**src/rtl/cmd_frame_sched_if.sv**
```systemverilog
// ---------------------------------------------------------------------------
// cmd_frame_sched_if
//
// Bundles every signal between the command-frame sequencer and its neighbours
// (command FIFO, frame parser, configuration register bank).
//
// Handshake rules:
//   * Parser start/done: prs_fs is high for the whole PARSE phase. The parser
//     answers with prs_fd (level, may be held for several cycles) or with
//     prs_err (sticky until prs_rst). The sequencer waits for prs_fd to drop
//     before it decides what to do with the decoded frame.
//   * Configuration req/ack: cfg_req rises and stays high until a cycle in
//     which cfg_ack is high. That cycle is the transfer; cfg_req drops on the
//     following clock edge. cfg_ack outside an open request has no effect.
//
// Modports:
//   master - the sequencer (cmd_frame_sched)
//   slave  - the surrounding FIFO / parser / register bank
//
// state_dbg exposes the sequencer FSM state for checkers and debug
// (0 IDLE, 1 PARSE, 2 RELEASE, 3 APPLY, 4 RECOVER).
// ---------------------------------------------------------------------------
interface cmd_frame_sched_if #(
  parameter int CNT_W = 10
);
  logic             ctrl_en;
  logic [CNT_W-1:0] fifoc_count;
  logic             fifoc_flush;
  logic             prs_fs;
  logic             prs_fd;
  logic             prs_err;
  logic             prs_rst;
  logic [7:0]       kind_dev;
  logic             cfg_req;
  logic             cfg_ack;
  logic             busy;
  logic [7:0]       frame_cnt;
  logic [7:0]       err_cnt;
  logic [1:0]       last_err;
  logic [2:0]       state_dbg;

  modport master (
    input  ctrl_en, fifoc_count, prs_fd, prs_err, kind_dev, cfg_ack,
    output fifoc_flush, prs_fs, prs_rst, cfg_req, busy,
           frame_cnt, err_cnt, last_err, state_dbg
  );

  modport slave (
    output ctrl_en, fifoc_count, prs_fd, prs_err, kind_dev, cfg_ack,
    input  fifoc_flush, prs_fs, prs_rst, cfg_req, busy,
           frame_cnt, err_cnt, last_err, state_dbg
  );
endinterface

```
**src/rtl/cmd_frame_sched.sv**
```systemverilog
// ---------------------------------------------------------------------------
// cmd_frame_sched
//
// Sequencer for the Ethernet command-frame parser. It waits until the command
// FIFO holds a full frame, starts the parser, supervises errors and timeouts,
// filters on the decoded device kind and hands accepted configurations to the
// register bank. Parser soft reset and FIFO flush are issued from RECOVER.
//
// Ports:
//   clk  - system clock
//   rst  - asynchronous, active-high reset (shared with the parser)
//   bus  - cmd_frame_sched_if.master:
//            ctrl_en      in   allow new frames to start
//            fifoc_count  in   bytes in command FIFO
//            fifoc_flush  out  FIFO flush (RECOVER)
//            prs_fs       out  parser frame start (PARSE)
//            prs_fd       in   parser frame done
//            prs_err      in   parser error, sticky until prs_rst
//            prs_rst      out  parser soft reset (RECOVER)
//            kind_dev     in   decoded device kind
//            cfg_req      out  configuration valid, held until cfg_ack
//            cfg_ack      in   configuration accepted
//            busy         out  FSM not in IDLE
//            frame_cnt    out  applied frames, saturating
//            err_cnt      out  errors of any kind, saturating
//            last_err     out  00 none, 01 parser, 10 timeout, 11 kind
//            state_dbg    out  current FSM state
//
// All outputs are registered: every transition assigns the output values
// that belong to the destination state, so they line up with the state
// register cycle for cycle.
// ---------------------------------------------------------------------------
module cmd_frame_sched #(
  parameter int         FRAME_LEN = 12,
  parameter int         CNT_W     = 10,
  parameter int         TIMEOUT   = 64,
  parameter int         RST_CYC   = 4,
  parameter logic [7:0] DEV_KIND  = 8'h01
) (
  input  logic               clk,
  input  logic               rst,
  cmd_frame_sched_if.master  bus
);

  typedef enum logic [2:0] {
    S_IDLE    = 3'd0,
    S_PARSE   = 3'd1,
    S_RELEASE = 3'd2,
    S_APPLY   = 3'd3,
    S_RECOVER = 3'd4
  } state_t;

  // One timer serves both the PARSE timeout and the RECOVER hold, so it is
  // sized for the larger of the two.
  localparam int TMR_MAX = (TIMEOUT > RST_CYC) ? TIMEOUT : RST_CYC;
  localparam int TMR_W   = $clog2(TMR_MAX + 1);

  localparam logic [TMR_W-1:0] TMO_LAST = TMR_W'(TIMEOUT - 1);
  localparam logic [TMR_W-1:0] RST_LAST = TMR_W'(RST_CYC - 1);
  localparam logic [CNT_W-1:0] MIN_FILL = CNT_W'(FRAME_LEN);

  localparam logic [1:0] ERR_PARSER  = 2'b01;
  localparam logic [1:0] ERR_TIMEOUT = 2'b10;
  localparam logic [1:0] ERR_KIND    = 2'b11;

  state_t           state;
  logic [TMR_W-1:0] timer;

  logic       fifoc_flush_q;
  logic       prs_fs_q;
  logic       prs_rst_q;
  logic       cfg_req_q;
  logic       busy_q;
  logic [7:0] frame_cnt_q;
  logic [7:0] err_cnt_q;
  logic [1:0] last_err_q;

  function automatic logic [7:0] sat_inc(input logic [7:0] v);
    return (v == 8'hFF) ? v : v + 8'd1;
  endfunction

  // Broadcast kind is always accepted alongside our own kind.
  logic kind_ok;
  assign kind_ok = (bus.kind_dev == DEV_KIND) || (bus.kind_dev == 8'hFF);

  always_ff @(posedge clk or posedge rst) begin
    if (rst) begin
      state         <= S_IDLE;
      timer         <= '0;
      fifoc_flush_q <= 1'b0;
      prs_fs_q      <= 1'b0;
      prs_rst_q     <= 1'b0;
      cfg_req_q     <= 1'b0;
      busy_q        <= 1'b0;
      frame_cnt_q   <= 8'h00;
      err_cnt_q     <= 8'h00;
      last_err_q    <= 2'b00;
    end else begin
      case (state)
        S_IDLE: begin
          if (bus.ctrl_en && (bus.fifoc_count >= MIN_FILL)) begin
            state    <= S_PARSE;
            timer    <= '0;
            prs_fs_q <= 1'b1;
            busy_q   <= 1'b1;
          end
        end

        S_PARSE: begin
          timer <= timer + 1'b1;
          // Error wins over done; done wins over timeout.
          if (bus.prs_err || (!bus.prs_fd && (timer == TMO_LAST))) begin
            state         <= S_RECOVER;
            timer         <= '0;
            prs_fs_q      <= 1'b0;
            prs_rst_q     <= 1'b1;
            fifoc_flush_q <= 1'b1;
            err_cnt_q     <= sat_inc(err_cnt_q);
            last_err_q    <= bus.prs_err ? ERR_PARSER : ERR_TIMEOUT;
          end else if (bus.prs_fd) begin
            state    <= S_RELEASE;
            prs_fs_q <= 1'b0;
          end
        end

        S_RELEASE: begin
          // The parser must drop fd before the next frame can be started;
          // kind_dev is judged once fd is gone.
          if (!bus.prs_fd) begin
            if (kind_ok) begin
              state     <= S_APPLY;
              cfg_req_q <= 1'b1;
            end else begin
              state      <= S_IDLE;
              busy_q     <= 1'b0;
              err_cnt_q  <= sat_inc(err_cnt_q);
              last_err_q <= ERR_KIND;
            end
          end
        end

        S_APPLY: begin
          if (bus.cfg_ack) begin
            state       <= S_IDLE;
            cfg_req_q   <= 1'b0;
            busy_q      <= 1'b0;
            frame_cnt_q <= sat_inc(frame_cnt_q);
          end
        end

        S_RECOVER: begin
          if (timer == RST_LAST) begin
            state         <= S_IDLE;
            timer         <= '0;
            prs_rst_q     <= 1'b0;
            fifoc_flush_q <= 1'b0;
            busy_q        <= 1'b0;
          end else begin
            timer <= timer + 1'b1;
          end
        end

        default: begin
          state         <= S_IDLE;
          timer         <= '0;
          fifoc_flush_q <= 1'b0;
          prs_fs_q      <= 1'b0;
          prs_rst_q     <= 1'b0;
          cfg_req_q     <= 1'b0;
          busy_q        <= 1'b0;
        end
      endcase
    end
  end

  assign bus.fifoc_flush = fifoc_flush_q;
  assign bus.prs_fs      = prs_fs_q;
  assign bus.prs_rst     = prs_rst_q;
  assign bus.cfg_req     = cfg_req_q;
  assign bus.busy        = busy_q;
  assign bus.frame_cnt   = frame_cnt_q;
  assign bus.err_cnt     = err_cnt_q;
  assign bus.last_err    = last_err_q;
  assign bus.state_dbg   = state;

endmodule

```
**src/flat_wrapper.sv**
```systemverilog
// flat-port wrapper written by rule: the top's interface ports become plain ports
module cmd_frame_sched_flat 
#(
  parameter int         FRAME_LEN = 12,
  parameter int         CNT_W     = 10,
  parameter int         TIMEOUT   = 64,
  parameter int         RST_CYC   = 4,
  parameter logic [7:0] DEV_KIND  = 8'h01
)
  (clk, rst, bus_ctrl_en, bus_fifoc_count, bus_prs_fd, bus_prs_err, bus_kind_dev, bus_cfg_ack, bus_fifoc_flush, bus_prs_fs, bus_prs_rst, bus_cfg_req, bus_busy, bus_frame_cnt, bus_err_cnt, bus_last_err, bus_state_dbg);
  cmd_frame_sched_if #(.CNT_W(CNT_W)) bus_i ();
  input  logic clk;
  input  logic rst;
  input wire logic [$bits(bus_i.ctrl_en)-1:0] bus_ctrl_en;
  input wire logic [$bits(bus_i.fifoc_count)-1:0] bus_fifoc_count;
  input wire logic [$bits(bus_i.prs_fd)-1:0] bus_prs_fd;
  input wire logic [$bits(bus_i.prs_err)-1:0] bus_prs_err;
  input wire logic [$bits(bus_i.kind_dev)-1:0] bus_kind_dev;
  input wire logic [$bits(bus_i.cfg_ack)-1:0] bus_cfg_ack;
  output wire logic [$bits(bus_i.fifoc_flush)-1:0] bus_fifoc_flush;
  output wire logic [$bits(bus_i.prs_fs)-1:0] bus_prs_fs;
  output wire logic [$bits(bus_i.prs_rst)-1:0] bus_prs_rst;
  output wire logic [$bits(bus_i.cfg_req)-1:0] bus_cfg_req;
  output wire logic [$bits(bus_i.busy)-1:0] bus_busy;
  output wire logic [$bits(bus_i.frame_cnt)-1:0] bus_frame_cnt;
  output wire logic [$bits(bus_i.err_cnt)-1:0] bus_err_cnt;
  output wire logic [$bits(bus_i.last_err)-1:0] bus_last_err;
  output wire logic [$bits(bus_i.state_dbg)-1:0] bus_state_dbg;
  assign bus_i.ctrl_en = bus_ctrl_en;
  assign bus_i.fifoc_count = bus_fifoc_count;
  assign bus_i.prs_fd = bus_prs_fd;
  assign bus_i.prs_err = bus_prs_err;
  assign bus_i.kind_dev = bus_kind_dev;
  assign bus_i.cfg_ack = bus_cfg_ack;
  assign bus_fifoc_flush = bus_i.fifoc_flush;
  assign bus_prs_fs = bus_i.prs_fs;
  assign bus_prs_rst = bus_i.prs_rst;
  assign bus_cfg_req = bus_i.cfg_req;
  assign bus_busy = bus_i.busy;
  assign bus_frame_cnt = bus_i.frame_cnt;
  assign bus_err_cnt = bus_i.err_cnt;
  assign bus_last_err = bus_i.last_err;
  assign bus_state_dbg = bus_i.state_dbg;
  cmd_frame_sched #(.FRAME_LEN(FRAME_LEN), .CNT_W(CNT_W), .TIMEOUT(TIMEOUT), .RST_CYC(RST_CYC), .DEV_KIND(DEV_KIND)) u_core (.clk(clk), .rst(rst), .bus(bus_i));
endmodule
```
**config.mk**
```make
export PLATFORM = sky130hd
export DESIGN_NAME = cmd_frame_sched_flat
export DESIGN_NICKNAME = d
export VERILOG_FILES = /design/src/rtl/cmd_frame_sched_if.sv /design/src/rtl/cmd_frame_sched.sv /design/src/flat_wrapper.sv
export SDC_FILE = /design/constraint.sdc
export NUM_CORES = 1
export LEC_CHECK = 0
export BUFFER_PORTS_ARGS = -buffer_cell sky130_fd_sc_hd__buf_2
export CORE_UTILIZATION = 31
export CTS_BUF_LIST = sky130_fd_sc_hd__clkbuf_8
export DETAILED_ROUTE_END_ITERATION = 10
export PLACE_DENSITY = 0.56
export SYNTH_ARGS = -nofsm -noshare
export SYNTH_HDL_FRONTEND = slang
export SYNTH_SLANG_ARGS = --single-unit
```
**constraint.sdc**
```tcl
create_clock -name clk -period 2.4 [get_ports clk]
set_input_delay 0.12 -clock clk [delete_from_list [all_inputs] [get_ports clk]]
set_output_delay 0.12 -clock clk [all_outputs]
set_load 0.005 [all_outputs]
```
==> impl_metrics.tcl, run 1 <==
set metrics [dict create \
    track_usage_pct 14.2 \
    crit_chain "ha_1, or4b_4, o311ai_4, o21ai_4, and3_1, a221o_1" \
    start_kind "register" \
    netlist_top_cells_area "dfrtp_1 44%, xnor2_1 5.2%, mux2_2 4.9%" \
    htreeDepth 2 \
    finalCriticalPeriod_ps 2170 \
    synth_seq_cells 32 \
    fin_ws_ps 232 \
    vias 1542 \
    critical_path.max_fanout 10 \
    power.share.sequential_pct 38.8 \
    drt-pass1-iter-count 4 \
    crit_path_end_kind "register" \
    drv_cap 0 \
    post_drt_wl_per_cell_um 13.1 \
    synth_edf_count 0 \
    hpwlAfterDp_um 2920 \
    path_delay_family "compound AO/OA/AOI/OAI gates" \
    p_int_uw 1320 \
    n_fill_cell 595 \
    tightestPinTransition_ps 797 \
    yosys.cell_types.count 53 \
    hold_path.class "primary input to register" \
    hold_end "u_core.bus.last_err[1]" \
    start_util_pct 32.8 \
    syn-cell-area_um2 1840 \
    tritoncts "done" \
    cts_setup_buffers 0 \
    path_clk_slew_ps 70 \
    slowest_delay_ps 500 \
    synth_top_area_share_pct 43.6 \
    ir_worst_vdd_mv 0.354 \
    place_ws_ps 222 \
    pin_count 50 \
    hold_viol_final 0 \
    coreArea_um2 5610 \
    arrival_ps 2340 \
    crit_buf_inv 0 \
    antenna-diode-count 0 \
    portBuffers 47 \
    p_sw_uw 731 \
    async_flop_share_pct 100 \
    ys_seq_area_share_pct 43.6 \
    hold_path_depth 3 \
    crit_slowest_cell "or4b_4" \
    slew_violations 0 \
    cts_inserted_buffers 5 \
    rr_worst_depth 6 \
    place.gp.congestion 0.757 \
    cellPowerDensity_nw_per_um2 901 \
    antenna_found_initial 0 \
    root_buffer "clkbuf_8" \
    dieArea_um2 6240 \
    avgSynthCellArea_um2 10.7 \
    cts_sinks 32 \
    path_class "register to register" \
    fmax_mhz 461 \
    placementRows 27 \
    postSynthCellCount 172 \
    nets 258 \
    drcViolationCount 0 \
    synth_top_area_cell "dfrtp_1" \
    drtIter0Drc 70 \
    postRouteWirelength_um 3970 \
    die_w_um 79.0 \
    status "finished clean" \
    p_comb_share_pct 40.8 \
    vias_per_cell 5.07 \
    rsz0062_at_grt "false" \
    period_share_pct 90.3 \
    r2r-start "u_core.timer[0]" \
    clk_path_buf_depth 2 \
    layout-drive-gt1-share_pct 36.2 \
    die_h_um 79.0 \
    setup-tns-final_ps 0 \
    synthFlopType "dfrtp_1" \
    ctsResizeCount 0 \
    rrSetupSlack_ps 230 \
    yosysWarnings 0 \
    grt-ovfl-total 0 \
    holdBufCountCts 1 \
    grt_pass1_vias 1499 \
    grt_max_degree 33 \
    syn-num-nets 199 \
    drtAntennaViolNets 0 \
    p_sw_share_pct 35.5 \
    relSlewSlack_pct 46.8 \
    worstPathRequired_ps 2570 \
    grt_pass1_wl_um 6960 \
    area_growth_pct 24.3 \
    p_leak_uw 0.00112 \
    setup_violations 0 \
    clock_latency_ps 280 \
    worstHoldStart "bus_prs_err" \
    power_frac_clock_pct 20.4 \
    fin_skew_ps 7.65 \
    reg2reg_to "u_core.timer[6]" \
]
## sequential cells by signal, indices dropped and copies added, names as in the netlist
signal,count
u_core.bus.fifoc_flush,1
u_core.bus.err_cnt,8
u_core.bus.cfg_req,1
u_core.timer,7
u_core.bus.state_dbg,3
u_core.bus.frame_cnt,8
u_core.bus.prs_fs,1
u_core.bus.last_err,2
u_core.bus.busy,1
## kinds of logic (layout without fill, tap and decap cells)
logic type	Yosys count	in the layout	share of synthesized area (%)
xor+xnor	13	13	6.20
flops	32	32	43.6
fa+ha+maj	3	3	2.04
simple gates	70	70	23.0
buf+inv	9	69	3.61
compound gates	37	37	16.6
mux	8	8	4.90
## tightest hold or removal path, stage by stage
cell and delay (ps):
buf_2 130, nand2_1 60, mux2_2 140
## Yosys cell counts (4+ instances only)
cell and number:
and3_1 8, clkbuf_1 4, dfrtp_1 32, mux2_2 8, nand2_1 10, nand2b_1 6
nand3_1 6, nand4_1 7, nor2_1 10, o21ai_0 7, xnor2_1 11
## metal layers
metal	GRT usage, %	routed length (um)
met2	22.8	1830
met4	3.82	26
met5	0	0
met1	19.0	1960
met3	3.56	153
## cells in the final DEF, fill, tap and decap left out, types with 2 or more instances in the layout
master    count
buf_2        47
dfrtp_1      32
xnor2_1      11
nor2_1       10
nand2_1      10
buf_4        10
mux2_2        8
and3_1        8
nand4_1       7
o21ai_0       7
nand2b_1      6
nand3_1       6
clkbuf_8      6
inv_1         5
a31oi_1       3
and4b_1       3
nor2b_1       3
nand4b_1      3
ha_1          3
nor4_1        2
a21oi_1       2
a21boi_0      2
o311ai_0      2
and3_2        2
xor2_1        2
nor3b_1       2
a22o_2        2
a221o_1       2
## stage by stage
stage | instances | instance area [um2] | util [%] | power [uW] | hold slack (ps)
2_1_floorplan | 172 | 1840 | - | 1390 | 236
3_3_place_gp | 295 | 2180 | 38.9 | 1640 | 240
3_5_place_dp | 295 | 2180 | 38.9 | 1660 | 236
4_1_cts | 304 | 2280 | 40.7 | 2090 | 177
5_1_grt | 304 | 2280 | 40.7 | 2240 | 205
6_report | 304 | 2280 | 40.7 | 2060 | 189
## layout make-up
| class | count | area [um2] | share of cell area, % |
|---|---|---|---|
| flip-flops and latches | 32 | 801 | 35.1 |
| clock buffers | 6 | 82.6 | 3.62 |
| multi-input cells | 131 | 970 | 42.5 |
| clock inverters | 2 | 7.51 | 0.329 |
| well taps | 72 | 90.1 | 3.95 |
| inverters | 3 | 11.3 | 0.493 |
| repair buffers | 58 | 320 | 14.0 |
## power groups by stage
stage                     logic, uW  registers (uW)  clock network (uW)
after floorplan                 596             792                   0
after CTS                       851             800                 439
after global routing            955             822                 461
after global placement          836             807                   0
after detailed placement        845             810                   0
final                           839             798                 419
## how the worst max path moves through the flow
stage,start,to,slack (ps),cells after the start
global route,u_core.timer[0],u_core.bus.err_cnt[6],100,7
CTS,u_core.timer[0],u_core.timer[6],220,6
global placement,u_core.timer[0],u_core.timer[6],250,6
floorplan,u_core.timer[0],u_core.timer[6],380,6
detailed placement,u_core.timer[0],u_core.timer[6],220,6
finish,u_core.timer[0],u_core.timer[6],230,6
(Power assumes the default switching activity.)
==> run 2, diff against run 1 <==
--- a/config.mk
+++ b/config.mk
@@ -6,10 +6,10 @@
 export NUM_CORES = 1
 export LEC_CHECK = 0
 export BUFFER_PORTS_ARGS = -buffer_cell sky130_fd_sc_hd__buf_2
-export CORE_UTILIZATION = 31
+export CORE_UTILIZATION = 54
 export CTS_BUF_LIST = sky130_fd_sc_hd__clkbuf_8
 export DETAILED_ROUTE_END_ITERATION = 10
-export PLACE_DENSITY = 0.56
+export PLACE_DENSITY = 0.86
 export SYNTH_ARGS = -nofsm -noshare
 export SYNTH_HDL_FRONTEND = slang
 export SYNTH_SLANG_ARGS = --single-unit
==> run 2 against run 1 <==
First-iteration DRC count decreased by 34%. Sequential share of layout area increased by 0.91 points. Power decreased by 0.43%. Critical endpoint unchanged. Largest cell class unchanged. Largest power group unchanged.
==> impl_metrics.tcl, run 2 (synthesis gave the netlist of run 1 again) <==
set metrics [dict create \
    ir_worst_vdd_mv 0.589 \
    placementRows 20 \
    hold_path.class "primary input to register" \
    setup_violations 0 \
    crit_path_end "u_core.timer[6]" \
    worstPathRequired_ps 2570 \
    post_drt_wl_per_cell_um 13.5 \
    grt_max_degree 33 \
    period_share_pct 90.3 \
    setup-tns-final_ps 0 \
    die_h_um 60.3 \
    fin_skew_ps 2.11 \
    nets 255 \
    rsz0062_at_grt "false" \
    antenna-diode-count 0 \
    tritoncts "done" \
    vias 1506 \
    p_int_uw 1320 \
    mostFrequentLayoutCells "47 x buf_2, 32 x dfrtp_1, 11 x xnor2_1" \
    holdWs_ps 175 \
    drtIter0Drc 46 \
    layout_commonest_cell "buf_2" \
    die_w_um 60.3 \
    start_util_pct 58.7 \
    cellPowerDensity_nw_per_um2 920 \
    clk_path_buf_depth 2 \
    track_usage_pct 23.0 \
    path_class "register to register" \
    tightestPinTransition_ps 745 \
    rr_worst_depth 6 \
    layout-drive-gt1-share_pct 35.4 \
    utilization_pct 71.1 \
    postRouteWirelength_um 3700 \
    power.share.sequential_pct 38.9 \
    crit_path_end_kind "register" \
    fin_ws_ps 232 \
    grt_pass1_vias 1372 \
    portBuffers 47 \
    relSlewSlack_pct 50.2 \
    fmax_mhz 461 \
    place_ws_ps 248 \
    p_comb_share_pct 40.7 \
    cts_inserted_buffers 5 \
    vias_per_cell 5.52 \
    drt-pass1-iter-count 4 \
    drcViolationCount 0 \
    reg2reg_to "u_core.timer[6]" \
    power_frac_clock_pct 20.4 \
    area_growth_pct 21.1 \
    total_power_uw 2050 \
    place.gp.congestion 0.851 \
    coreArea_um2 3130 \
    critical_path.max_fanout 10 \
    slew_violations 0 \
    grt_pass1_wl_um 6000 \
    antenna_found_initial 0 \
    worstSetupStartpoint "u_core.timer[0]" \
    r2r-start "u_core.timer[0]" \
    path_clk_slew_ps 60 \
    dieArea_um2 3640 \
    finalCriticalPeriod_ps 2170 \
    clock_latency_ps 290 \
    cts_setup_buffers 0 \
    rrSetupSlack_ps 230 \
    pin_count 50 \
    htreeDepth 2 \
    cts_sinks 32 \
    p_leak_uw 0.00110 \
    holdBufCountCts 1 \
    p_sw_uw 722 \
    status "finished clean" \
    drtAntennaViolNets 0 \
    root_buffer "clkbuf_8" \
    worstHoldStart "bus_prs_err" \
    hpwlAfterDp_um 2640 \
    ctsResizeCount 0 \
    hold_viol_final 0 \
    grt-ovfl-total 0 \
    arrival_ps 2340 \
    start_kind "register" \
    p_sw_share_pct 35.3 \
    drv_cap 0 \
]
-- run 2: cell types whose count changed in the layout (fill, tap and decap cells not counted) --
cell   change
buf_4      -3
-- run 2: worst min-delay path by stage --
| stage | end | slack (ps) | cells past startpoint |
|---|---|---|---|
| finish | u_core.bus.last_err[1] | 180 | 3 |
| detailed placement | u_core.bus.frame_cnt[1] | 220 | 3 |
| global placement | u_core.timer[0] | 220 | 3 |
| floorplan | u_core.bus.busy | 240 | 1 |
| CTS | u_core.bus.last_err[1] | 160 | 3 |
| global route | u_core.bus.last_err[1] | 190 | 3 |
-- run 2: routing by layer --
layer / global-route usage, % / up-vias / share of wire [%]
li1: - / 757 / -
met1: 27.2 / 714 / 47
met2: 37.8 / 28 / 47
met3: 5.41 / 7 / 3.8
met4: 13.6 / 0 / 1.7
met5: 0 / - / 0
-- run 2: layout make-up --
cell class | count | area [um2]
inverter | 3 | 11.3
timing repair buffer | 55 | 298
clock buffer | 6 | 82.6
sequential | 32 | 801
fill | 238 | 903
clock inverter | 2 | 7.51
tap | 44 | 55.1
multi-input combinational | 131 | 970
-- run 2: stage by stage --
| stage | instance area [um2] | cells |
|---|---|---|
| after floorplan | 1840 | 172 |
| after global placement | 2120 | 264 |
| after detailed placement | 2120 | 264 |
| after CTS | 2220 | 273 |
| after global routing | 2220 | 273 |
| final | 2220 | 273 |
-- run 2: worst max-delay path, stage by stage, from the launching register on --
cell      delay [ps]
dfrtp_1          370
ha_1             230
or4b_4           500
o311ai_4         330
o21ai_4          160
and3_1           210
a221o_1          260
-- run 2: power by group through the flow --
stage | sequential, uW | combinational, uW | clock [uW]
after detailed placement | 806 | 829 | 0
after global routing | 815 | 934 | 452
after CTS | 797 | 835 | 434
final | 796 | 832 | 418
after floorplan | 792 | 596 | 0
after global placement | 800 | 812 | 0
